==> config.mk <==
export PLATFORM = sky130hd
export DESIGN_NAME = lampfpu_log_arb_flat
export DESIGN_NICKNAME = d
export VERILOG_FILES = /design/src/rtl/lampfpu_log_arb_if.sv /design/src/rtl/lampfpu_log_arb.sv /design/src/flat_wrapper.sv
export SDC_FILE = /design/constraint.sdc
export NUM_CORES = 1
export LEC_CHECK = 0
export BUFFER_PORTS_ARGS = -buffer_cell sky130_fd_sc_hd__buf_4
export CAP_MARGIN = 20
export CORE_MARGIN = 1.5
export CORE_UTILIZATION = 35
export CTS_BUF_LIST = sky130_fd_sc_hd__clkbuf_8 sky130_fd_sc_hd__clkbuf_16
export CTS_CLUSTER_SIZE = 20
export DETAILED_ROUTE_END_ITERATION = 10
export PLACE_DENSITY = 0.66
export REMOVE_ABC_BUFFERS = 1
export SYNTH_ARGS = -nofsm -noshare
export SYNTH_HDL_FRONTEND = slang
export SYNTH_SLANG_ARGS = --single-unit
==> constraint.sdc <==
create_clock -name clk -period 1.92 [get_ports clk]
set_input_delay 0.096 -clock clk [delete_from_list [all_inputs] [get_ports clk]]
set_output_delay 0.096 -clock clk [all_outputs]
set_load 0.02 [all_outputs]
==> src/rtl/lampfpu_log_arb_if.sv <==
// Requester and datapath bundle for the shared bf16 log unit arbiter.
// slave: arbiter side; master: requesters plus log datapath side.
interface lampfpu_log_arb_if #(
    parameter int NUM_REQ = 4,
    parameter int ID_W    = 2
);
    logic [NUM_REQ-1:0]    req_i;
    logic [NUM_REQ*16-1:0] op_i;
    logic [NUM_REQ-1:0]    gnt_o;

    logic                  doLog_o;
    logic                  s_op_o;
    logic [7:0]            e_op_o;
    logic [6:0]            f_op_o;
    logic                  isZ_op_o;
    logic                  isInf_op_o;
    logic                  isSNAN_op_o;
    logic                  isQNAN_op_o;

    logic                  s_res_i;
    logic [7:0]            e_res_i;
    logic [6:0]            f_res_i;
    logic                  valid_i;
    logic                  isOverflow_i;
    logic                  isUnderflow_i;
    logic                  isToRound_i;

    logic                  rsp_valid_o;
    logic [ID_W-1:0]       rsp_id_o;
    logic [15:0]           rsp_data_o;
    logic [3:0]            rsp_flags_o;

    modport slave (
        input  req_i, op_i,
        input  s_res_i, e_res_i, f_res_i,
        input  valid_i, isOverflow_i, isUnderflow_i, isToRound_i,
        output gnt_o, doLog_o, s_op_o, e_op_o, f_op_o,
        output isZ_op_o, isInf_op_o, isSNAN_op_o, isQNAN_op_o,
        output rsp_valid_o, rsp_id_o, rsp_data_o, rsp_flags_o
    );

    modport master (
        output req_i, op_i,
        output s_res_i, e_res_i, f_res_i,
        output valid_i, isOverflow_i, isUnderflow_i, isToRound_i,
        input  gnt_o, doLog_o, s_op_o, e_op_o, f_op_o,
        input  isZ_op_o, isInf_op_o, isSNAN_op_o, isQNAN_op_o,
        input  rsp_valid_o, rsp_id_o, rsp_data_o, rsp_flags_o
    );
endinterface

==> src/rtl/lampfpu_log_arb.sv <==
// Round-robin arbiter/sequencer sharing one bf16 log datapath.
// Ports: clk, rst (async, active-high), bus (slave modport).
module lampfpu_log_arb #(
    parameter int NUM_REQ = 4,
    parameter int ID_W    = 2,
    parameter int TIMEOUT = 8
) (
    input logic             clk,
    input logic             rst,
    lampfpu_log_arb_if.slave bus
);
    localparam int CW = $clog2(TIMEOUT + 1);

    typedef enum logic [1:0] {IDLE, SETUP, FIRE, WAIT} state_t;

    state_t          state, state_n;
    logic [ID_W-1:0] rr, pick, id_q;
    logic            found;
    logic [ID_W:0]   idx;
    logic [15:0]     op_q, op_sel;
    logic [CW-1:0]   cnt;
    logic            busy, timed_out;
    logic [7:0]      e_q;
    logic [6:0]      f_q;
    logic            e_max, f_nz;

    // First pending requester at or after rr, wrapping.
    always_comb begin
        found = 1'b0;
        pick  = '0;
        idx   = '0;
        for (int i = 0; i < NUM_REQ; i++) begin
            idx = {1'b0, rr} + (ID_W+1)'(i);
            if (idx >= (ID_W+1)'(NUM_REQ))
                idx = idx - (ID_W+1)'(NUM_REQ);
            if (!found && bus.req_i[idx[ID_W-1:0]]) begin
                found = 1'b1;
                pick  = idx[ID_W-1:0];
            end
        end
    end

    always_comb begin
        op_sel = '0;
        for (int k = 0; k < NUM_REQ; k++)
            if (pick == ID_W'(k))
                op_sel = bus.op_i[k*16 +: 16];
    end

    assign timed_out = (cnt == CW'(TIMEOUT));

    always_comb begin
        state_n     = state;
        bus.doLog_o = 1'b0;
        bus.gnt_o   = '0;
        unique case (state)
            IDLE: begin
                if (found && !rst) begin
                    bus.gnt_o = NUM_REQ'(1) << pick;
                    state_n   = SETUP;
                end
            end
            SETUP: state_n = FIRE;
            FIRE: begin
                bus.doLog_o = 1'b1;
                state_n     = WAIT;
            end
            WAIT: begin
                if (bus.valid_i || timed_out)
                    state_n = IDLE;
            end
            default: state_n = IDLE;
        endcase
    end

    // Operand and flags stay stable from SETUP through WAIT because the
    // datapath samples the flags a cycle before the fields.
    assign busy  = (state != IDLE);
    assign e_q   = op_q[14:7];
    assign f_q   = op_q[6:0];
    assign e_max = &e_q;
    assign f_nz  = |f_q;

    assign bus.s_op_o      = busy & op_q[15];
    assign bus.e_op_o      = busy ? e_q : '0;
    assign bus.f_op_o      = busy ? f_q : '0;
    assign bus.isZ_op_o    = busy & ~|e_q;
    assign bus.isInf_op_o  = busy & e_max & ~f_nz;
    assign bus.isSNAN_op_o = busy & e_max & f_nz & ~f_q[6];
    assign bus.isQNAN_op_o = busy & e_max & f_nz & f_q[6];

    always_ff @(posedge clk or posedge rst) begin
        if (rst) begin
            state           <= IDLE;
            rr              <= '0;
            op_q            <= '0;
            id_q            <= '0;
            cnt             <= '0;
            bus.rsp_valid_o <= 1'b0;
            bus.rsp_id_o    <= '0;
            bus.rsp_data_o  <= '0;
            bus.rsp_flags_o <= '0;
        end else begin
            state           <= state_n;
            bus.rsp_valid_o <= 1'b0;
            if (state == IDLE && found) begin
                op_q <= op_sel;
                id_q <= pick;
                rr   <= (pick == ID_W'(NUM_REQ-1)) ? '0 : pick + 1'b1;
            end
            if (state == FIRE)
                cnt <= '0;
            else if (state == WAIT)
                cnt <= cnt + 1'b1;
            if (state == WAIT) begin
                if (bus.valid_i) begin
                    bus.rsp_valid_o <= 1'b1;
                    bus.rsp_id_o    <= id_q;
                    bus.rsp_data_o  <= {bus.s_res_i, bus.e_res_i, bus.f_res_i};
                    bus.rsp_flags_o <= {1'b0, bus.isOverflow_i,
                                        bus.isUnderflow_i, bus.isToRound_i};
                end else if (timed_out) begin
                    bus.rsp_valid_o <= 1'b1;
                    bus.rsp_id_o    <= id_q;
                    bus.rsp_data_o  <= 16'h7FC0;
                    bus.rsp_flags_o <= 4'b1000;
                end
            end
        end
    end
endmodule

==> src/flat_wrapper.sv <==
// flat-port wrapper written by rule: the top's interface ports become plain ports
module lampfpu_log_arb_flat 
#(
    parameter int NUM_REQ = 4,
    parameter int ID_W    = 2,
    parameter int TIMEOUT = 8
)
  (clk, rst, bus_req_i, bus_op_i, bus_s_res_i, bus_e_res_i, bus_f_res_i, bus_valid_i, bus_isOverflow_i, bus_isUnderflow_i, bus_isToRound_i, bus_gnt_o, bus_doLog_o, bus_s_op_o, bus_e_op_o, bus_f_op_o, bus_isZ_op_o, bus_isInf_op_o, bus_isSNAN_op_o, bus_isQNAN_op_o, bus_rsp_valid_o, bus_rsp_id_o, bus_rsp_data_o, bus_rsp_flags_o);
  lampfpu_log_arb_if #(.NUM_REQ(NUM_REQ), .ID_W(ID_W)) bus_i ();
  input logic clk;
  input logic rst;
  input wire logic [$bits(bus_i.req_i)-1:0] bus_req_i;
  input wire logic [$bits(bus_i.op_i)-1:0] bus_op_i;
  input wire logic [$bits(bus_i.s_res_i)-1:0] bus_s_res_i;
  input wire logic [$bits(bus_i.e_res_i)-1:0] bus_e_res_i;
  input wire logic [$bits(bus_i.f_res_i)-1:0] bus_f_res_i;
  input wire logic [$bits(bus_i.valid_i)-1:0] bus_valid_i;
  input wire logic [$bits(bus_i.isOverflow_i)-1:0] bus_isOverflow_i;
  input wire logic [$bits(bus_i.isUnderflow_i)-1:0] bus_isUnderflow_i;
  input wire logic [$bits(bus_i.isToRound_i)-1:0] bus_isToRound_i;
  output wire logic [$bits(bus_i.gnt_o)-1:0] bus_gnt_o;
  output wire logic [$bits(bus_i.doLog_o)-1:0] bus_doLog_o;
  output wire logic [$bits(bus_i.s_op_o)-1:0] bus_s_op_o;
  output wire logic [$bits(bus_i.e_op_o)-1:0] bus_e_op_o;
  output wire logic [$bits(bus_i.f_op_o)-1:0] bus_f_op_o;
  output wire logic [$bits(bus_i.isZ_op_o)-1:0] bus_isZ_op_o;
  output wire logic [$bits(bus_i.isInf_op_o)-1:0] bus_isInf_op_o;
  output wire logic [$bits(bus_i.isSNAN_op_o)-1:0] bus_isSNAN_op_o;
  output wire logic [$bits(bus_i.isQNAN_op_o)-1:0] bus_isQNAN_op_o;
  output wire logic [$bits(bus_i.rsp_valid_o)-1:0] bus_rsp_valid_o;
  output wire logic [$bits(bus_i.rsp_id_o)-1:0] bus_rsp_id_o;
  output wire logic [$bits(bus_i.rsp_data_o)-1:0] bus_rsp_data_o;
  output wire logic [$bits(bus_i.rsp_flags_o)-1:0] bus_rsp_flags_o;
  assign bus_i.req_i = bus_req_i;
  assign bus_i.op_i = bus_op_i;
  assign bus_i.s_res_i = bus_s_res_i;
  assign bus_i.e_res_i = bus_e_res_i;
  assign bus_i.f_res_i = bus_f_res_i;
  assign bus_i.valid_i = bus_valid_i;
  assign bus_i.isOverflow_i = bus_isOverflow_i;
  assign bus_i.isUnderflow_i = bus_isUnderflow_i;
  assign bus_i.isToRound_i = bus_isToRound_i;
  assign bus_gnt_o = bus_i.gnt_o;
  assign bus_doLog_o = bus_i.doLog_o;
  assign bus_s_op_o = bus_i.s_op_o;
  assign bus_e_op_o = bus_i.e_op_o;
  assign bus_f_op_o = bus_i.f_op_o;
  assign bus_isZ_op_o = bus_i.isZ_op_o;
  assign bus_isInf_op_o = bus_i.isInf_op_o;
  assign bus_isSNAN_op_o = bus_i.isSNAN_op_o;
  assign bus_isQNAN_op_o = bus_i.isQNAN_op_o;
  assign bus_rsp_valid_o = bus_i.rsp_valid_o;
  assign bus_rsp_id_o = bus_i.rsp_id_o;
  assign bus_rsp_data_o = bus_i.rsp_data_o;
  assign bus_rsp_flags_o = bus_i.rsp_flags_o;
  lampfpu_log_arb #(.NUM_REQ(NUM_REQ), .ID_W(ID_W), .TIMEOUT(TIMEOUT)) u_core (.clk(clk), .rst(rst), .bus(bus_i));
endmodule
==> results.toml, run 1 <==
[worst_setup_path]
r2r-end = "u_core.op_q[11]$_DFFE_PP0P_"
regToRegStartpoint = "u_core.rr[1]$_DFFE_PP0P_"
ff2ff_path_depth = 8
startpoint_type = "flip-flop"
crit_type = "flip-flop to primary output"
worst-path-max-fanout = 6
critPathArrivalTime_ps = 2000
rrSetupSlack_ps = -160
cp.required_ps = 1820
end_kind = "primary output"

[sta]
period_share_pct = 109.1
fin_skew_ps = 8.718
fin_ws_ps = -175.6
slew_violations = 0
rsz0062_at_grt = "yes"
setup_viol = 20
hold_ws_ps = 8.597
fmax_mhz = 477.2
tns_ps = -2425
tightest_slew_ps = 817.6
relSlewSlack_pct = 45.30
min_period_ps = 2096
hold_viol_final = 0

[clock_network]
clk_pin_slew_ps = 100
clk_latency_ps = 310
clock-sinks = 49
cts_max_level = 2
ctsRootBufferMaster = "clkbuf_8"
cts_buffer_depth = 2
cts_buffers = 5
cts_tree = "built"

[logic_synthesis]
ys_seq_area_share_pct = 42.87
synth_area_um2 = 2860
synth_common_cells = "dfrtp_1, a21oi_1, nor2_1, inv_1"
synth.most_common_cell = "dfrtp_1"
ys_ff_latch = 49
synthArstFlopShare_pct = 100.0
ys.flop_type = "dfrtp_1"
synth_edf_count = 0
avgSynthCellArea_um2 = 9.347
synth_warnings = 0
synthCells = 306
synth.top_cell.area_share_pct = 42.87
synth.distinct_cells = 46
synth_top_area_cell = "dfrtp_1"
synthTopCellsByArea = "dfrtp_1, a21oi_1, a221o_1"

[grt]
grtUsageMet3_pct = 5.122
grt_use_met2_pct = 35.08
top_usage_layer = "met2"
grt_max_degree = 37
grt_pass1_wl_um = 13540
use_met1_pct = 23.99
gr-total-overflow = 0
grt_pass1_vias = 2876
grt.total_usage_pct = 19.80
antenna_found_initial = 0

[place]
dpl_worst_slack_ps = -111.5
dp.cells = 541
numPortBuffers = 137
hpwlAfterDp_um = 6375
dpl_cell_area_um2 = 4083
place_congestion = 0.7979

[detailed_routing]
route.detailed.drc = 0
via_count = 2962
firstDrtPassIters = 4
routed_via_density = 5.160
wirelength_um = 9022
drtIter0Drc = 79
ant_nets = 0
wl_per_cell_um = 15.72

[floorplan]
io-pin-count = 138
core_area_um2 = 7807
dieWidth_um = 93.40
die_area_um2 = 8724
die_h_um = 93.40
start_util_pct = 36.63
rows = 32

[finish]
fillCellCount = 690
antenna_cells = 0
syn2layout_area_growth_pct = 60.72
fin_nets = 570
seq_area_um2 = 1226
layoutNonFillerInstCount = 574
utilization_pct = 58.88
drive_above_1_share_pct = 43.64
multi_input_area_um2 = 1572
final_area_um2 = 4597

[flow_run]
maxCapViolCount = 0

[worst_hold_path]
whs_endpoint = "u_core.bus.rsp_data_o[9]$_DFFE_PP0P_"
hp-start = "bus_e_res_i[2]"
hold_class = "primary input to flip-flop"
hold_path_depth = 2

[power_and_ir_drop]
vdd_ir_drop_max_mv = 0.6598
total_power_mw = 7.137
powerDensity_nw_per_um2 = 1553
leakagePower_nw = 2.171

[outcome]
outcome = "complete, but fails checks"
violations = "setup timing"
[sequential cells by signal (all words and copies together) (netlist names)]
| signal | cells |
|---|---|
| u_core.bus.rsp_valid_o | 1 |
| u_core.state | 2 |
| u_core.bus.rsp_data_o | 16 |
| u_core.bus.rsp_id_o | 2 |
| u_core.id_q | 2 |
| u_core.cnt | 4 |
| u_core.op_q | 16 |
| u_core.bus.rsp_flags_o | 4 |
| u_core.rr | 2 |
[layout by cell type (no fill, tap or decap), types with 3 or more instances in the layout]
cell             n
nand2_1          9
nor2b_1         16
o22a_1           9
dfrtp_1         49
a21oi_1         40
nand3b_1        17
buf_6            5
nor2_1          24
inv_1           22
ha_4             3
a21oi_2          7
ha_1             4
a221o_1         17
and3_1           3
buf_4          157
a22o_1          10
nor4_1           3
dlygate4sd3_1   14
clkbuf_8         5
[worst max path at each step]
stage / to / depth (start not counted) / from / slack, ps
CTS: bus_gnt_o[0] / 7 / u_core.rr[1]$_DFFE_PP0P_ / -170
finish: bus_gnt_o[2] / 7 / u_core.rr[1]$_DFFE_PP0P_ / -180
floorplan: u_core.op_q[6]$_DFFE_PP0P_ / 7 / u_core.rr[1]$_DFFE_PP0P_ / -270
detailed placement: u_core.op_q[11]$_DFFE_PP0P_ / 7 / u_core.rr[1]$_DFFE_PP0P_ / -110
global route: u_core.op_q[11]$_DFFE_PP0P_ / 8 / u_core.rr[1]$_DFFE_PP0P_ / -250
global placement: u_core.op_q[6]$_DFFE_PP0P_ / 7 / u_core.rr[1]$_DFFE_PP0P_ / -40
[layout make-up]
cell class,instances,area share [%]
clock buffer,5,1.497
sequential,49,26.67
timing repair buffer,181,32.36
inverter,24,1.960
tap,102,2.776
clock inverter,3,0.5444
multi-input combinational,210,34.19
[layer usage]
metal  vias to the layer above  share of wire, %
met2                       147                49
met4                         0               1.2
met1                      1377                41
met3                         7               9.5
met5                         -                 0
li1                       1431                 -
[power breakdown]
group | leakage, nW | switching [mW] | internal, mW
Combinational | 1.54 | 2.35 | 2.27
Clock | 0.0447 | 0.367 | 0.263
Sequential | 0.584 | 0.362 | 1.53
[kinds of logic (layout without fill, tap and decap cells)]
| kind of cell | Yosys count | count (layout) | synth area share [%] |
|---|---|---|---|
| mux | 4 | 4 | 1.487 |
| simple gates | 94 | 94 | 18.29 |
| compound gates | 100 | 100 | 24.98 |
| fa+ha+maj | 9 | 9 | 3.937 |
| flops | 49 | 49 | 42.87 |
| buf+inv | 47 | 213 | 7.524 |
| xor+xnor | 3 | 3 | 0.9188 |
[repair_timing]
action,4_1_cts,5_1_grt
endpoints found under the setup margin,22,23
hold endpoints to repair,23,3
resized for setup,21,16
gates cloned,1,1
setup buffers,9,1
pin swaps,7,8
hold buffers,11,3
[critical path, stage by stage, from the launching register on]
cell and delay [ps]:
dfrtp_1 410, mux2i_1 250, nor2_2 80, or3_4 360, ha_4 180, buf_12 130
and3_4 160, buf_6 120
Note: power is estimated with default switching activity, not from simulation.
==> run 2, diff against run 1 <==
--- a/config.mk
+++ b/config.mk
@@ -5,14 +5,13 @@
 export SDC_FILE = /design/constraint.sdc
 export NUM_CORES = 1
 export LEC_CHECK = 0
-export BUFFER_PORTS_ARGS = -buffer_cell sky130_fd_sc_hd__buf_4
 export CAP_MARGIN = 20
 export CORE_MARGIN = 1.5
 export CORE_UTILIZATION = 35
 export CTS_BUF_LIST = sky130_fd_sc_hd__clkbuf_8 sky130_fd_sc_hd__clkbuf_16
 export CTS_CLUSTER_SIZE = 20
 export DETAILED_ROUTE_END_ITERATION = 10
-export PLACE_DENSITY = 0.66
+export DONT_BUFFER_PORTS = 1
 export REMOVE_ABC_BUFFERS = 1
 export SYNTH_ARGS = -nofsm -noshare
 export SYNTH_HDL_FRONTEND = slang
==> constraint.sdc (replaced) <==
create_clock -name clk -period 1.92 [get_ports clk]
set_input_delay 0.096 -clock clk [delete_from_list [all_inputs] [get_ports clk]]
set_output_delay 0.096 -clock clk [all_outputs]
set_load 0.1 [all_outputs]
==> run 2 against run 1 <==
Against the previous run: the flow still finishes with violations (setup timing); die area unchanged; fmax decreased by 4.6%; final cell count decreased by 11%; clock skew increased by 0.93 ps; hold slack got worse by 0.63 ps; via count decreased by 5.3%; global-route usage increased by 1.8 points; wire length increased by 4.4%; core utilization decreased by 0.11 points; flip-flop and latch count unchanged; non-clock buffer count decreased by 63; clock-buffer cell count unchanged; highest routed layer unchanged.
==> results.toml, run 2 (synthesized netlist as in run 1, its figures left out) <==
[outcome]
outcome = "complete, but fails checks"
violations = "setup timing"

[sta]
min_period_ps = 2196
fin_ws_ps = -276.4
hold_viol_final = 0
fin_skew_ps = 9.653
fmax_mhz = 455.3
setup_viol = 20
tightest_slew_ps = 700.3
period_share_pct = 114.4
relSlewSlack_pct = 53.16
slew_violations = 0
rsz0062_at_grt = "yes"

[finish]
reg_top3 = "u_core.bus.rsp_data_o x16, u_core.op_q x16"
syn2layout_area_growth_pct = 60.41
fin_nets = 507
final_cell_mix = "buf_4, dfrtp_1, a21oi_1, dlygate4sd3_1, buf_12"
final_area_um2 = 4588
fillCellCount = 629
antenna_cells = 0
drive_above_1_share_pct = 36.92
layout_commonest_cell = "buf_4"

[place]
numPortBuffers = 0
dpl_cell_area_um2 = 3777
place_congestion = 0.8339
hpwlAfterDp_um = 5962

[clock_network]
cts_buffers = 5
ctsRootBufferMaster = "clkbuf_8"
clock-sinks = 49
clk_latency_ps = 310
cts_max_level = 2
clk_pin_slew_ps = 100
cts_buffer_depth = 2
cts_tree = "built"

[floorplan]
die_area_um2 = 8724
rows = 32
start_util_pct = 36.63
core_area_um2 = 7807
dieWidth_um = 93.40
io-pin-count = 138
die_h_um = 93.40

[worst_setup_path]
critPathArrivalTime_ps = 2100
startpoint_type = "flip-flop"
cp.required_ps = 1820
rrSetupSlack_ps = -260
crit_type = "flip-flop to primary output"
end_kind = "primary output"
worst-path-max-fanout = 5

[detailed_routing]
drtIter0Drc = 123
ant_nets = 0
route.detailed.drc = 0
wl_per_cell_um = 18.43
wirelength_um = 9418
via_count = 2804
routed_via_density = 5.487
firstDrtPassIters = 4

[grt]
grt_pass1_vias = 2925
antenna_found_initial = 0
gr-total-overflow = 0
grt_pass1_wl_um = 14560
grt_max_degree = 39
grt.total_usage_pct = 21.58

[flow_run]
maxCapViolCount = 0

[worst_hold_path]
hold_class = "primary input to flip-flop"
[run 2: layer usage]
metal | track usage, % | part of all wire [%] | vias to the layer above
met5 | 0 | 0 | -
met4 | 6.566 | 1.4 | 0
met3 | 5.691 | 8.1 | 12
met2 | 39.25 | 52 | 133
met1 | 24.39 | 39 | 1366
li1 | - | - | 1293
[run 2: path summary, 6_finish.rpt]
check / startpoint / to / cells past startpoint
max reg2reg: u_core.rr[1]$_DFFE_PP0P_ / u_core.op_q[12]$_DFFE_PP0P_ / 9
max: u_core.rr[1]$_DFFE_PP0P_ / bus_gnt_o[0] / 7
max in group asynchronous: rst / u_core.bus.rsp_data_o[0]$_DFFE_PP0P_ / 3
min: bus_op_i[49] / u_core.op_q[1]$_DFFE_PP0P_ / 2
min in group asynchronous: rst / u_core.op_q[9]$_DFFE_PP0P_ / 2
min reg2reg: u_core.bus.rsp_flags_o[3]$_DFFE_PP0P_ / u_core.bus.rsp_flags_o[3]$_DFFE_PP0P_ / 1
[run 2: worst max-delay path, stage by stage, from the launching register on]
cell and delay, ps:
dfrtp_1 440, mux2i_1 250, nor2_2 80, or3_4 360
buf_4 150, ha_4 180, and3_4 160, buf_12 160
[run 2: layout make-up]
cell class	count	area (um^2)	share of cell area (%)
inverter	24	90.09	1.963
tap	102	127.6	2.782
clock buffer	5	68.82	1.500
sequential	49	1226	26.72
clock inverter	3	18.77	0.4091
timing repair buffer	118	1399	30.49
multi-input combinational	210	1658	36.13
[run 2: metrics by stage]
step                      worst slack, ps  hold WS [ps]  instances  util, %  setup TNS [ps]
after floorplan                     -3005         222.0        283        -          -21560
after global placement             -68.56        -53.60        450    48.24          -897.2
after detailed placement           -136.3        -47.62        451    48.38           -1702
after CTS                          -211.2         3.157        508    58.01           -2821
after global routing               -325.5         14.42        511    58.77           -5261
final                              -276.4         7.971        511    58.77           -4140
[run 2: repair_timing]
item / CTS / global route
resized for setup: 41 / 10
setup buffers: 17 / 2
cloned: 3 / 1
endpoints found under the hold margin: 41 / 1
pin swaps: 15 / 7
endpoints found under the setup margin: 23 / 24
hold buffers: 30 / 1
Power of run 2 is left out: the tool's default activity adds up to more than one toggle a clock period on the data nets, which glitch-free logic cannot reach.
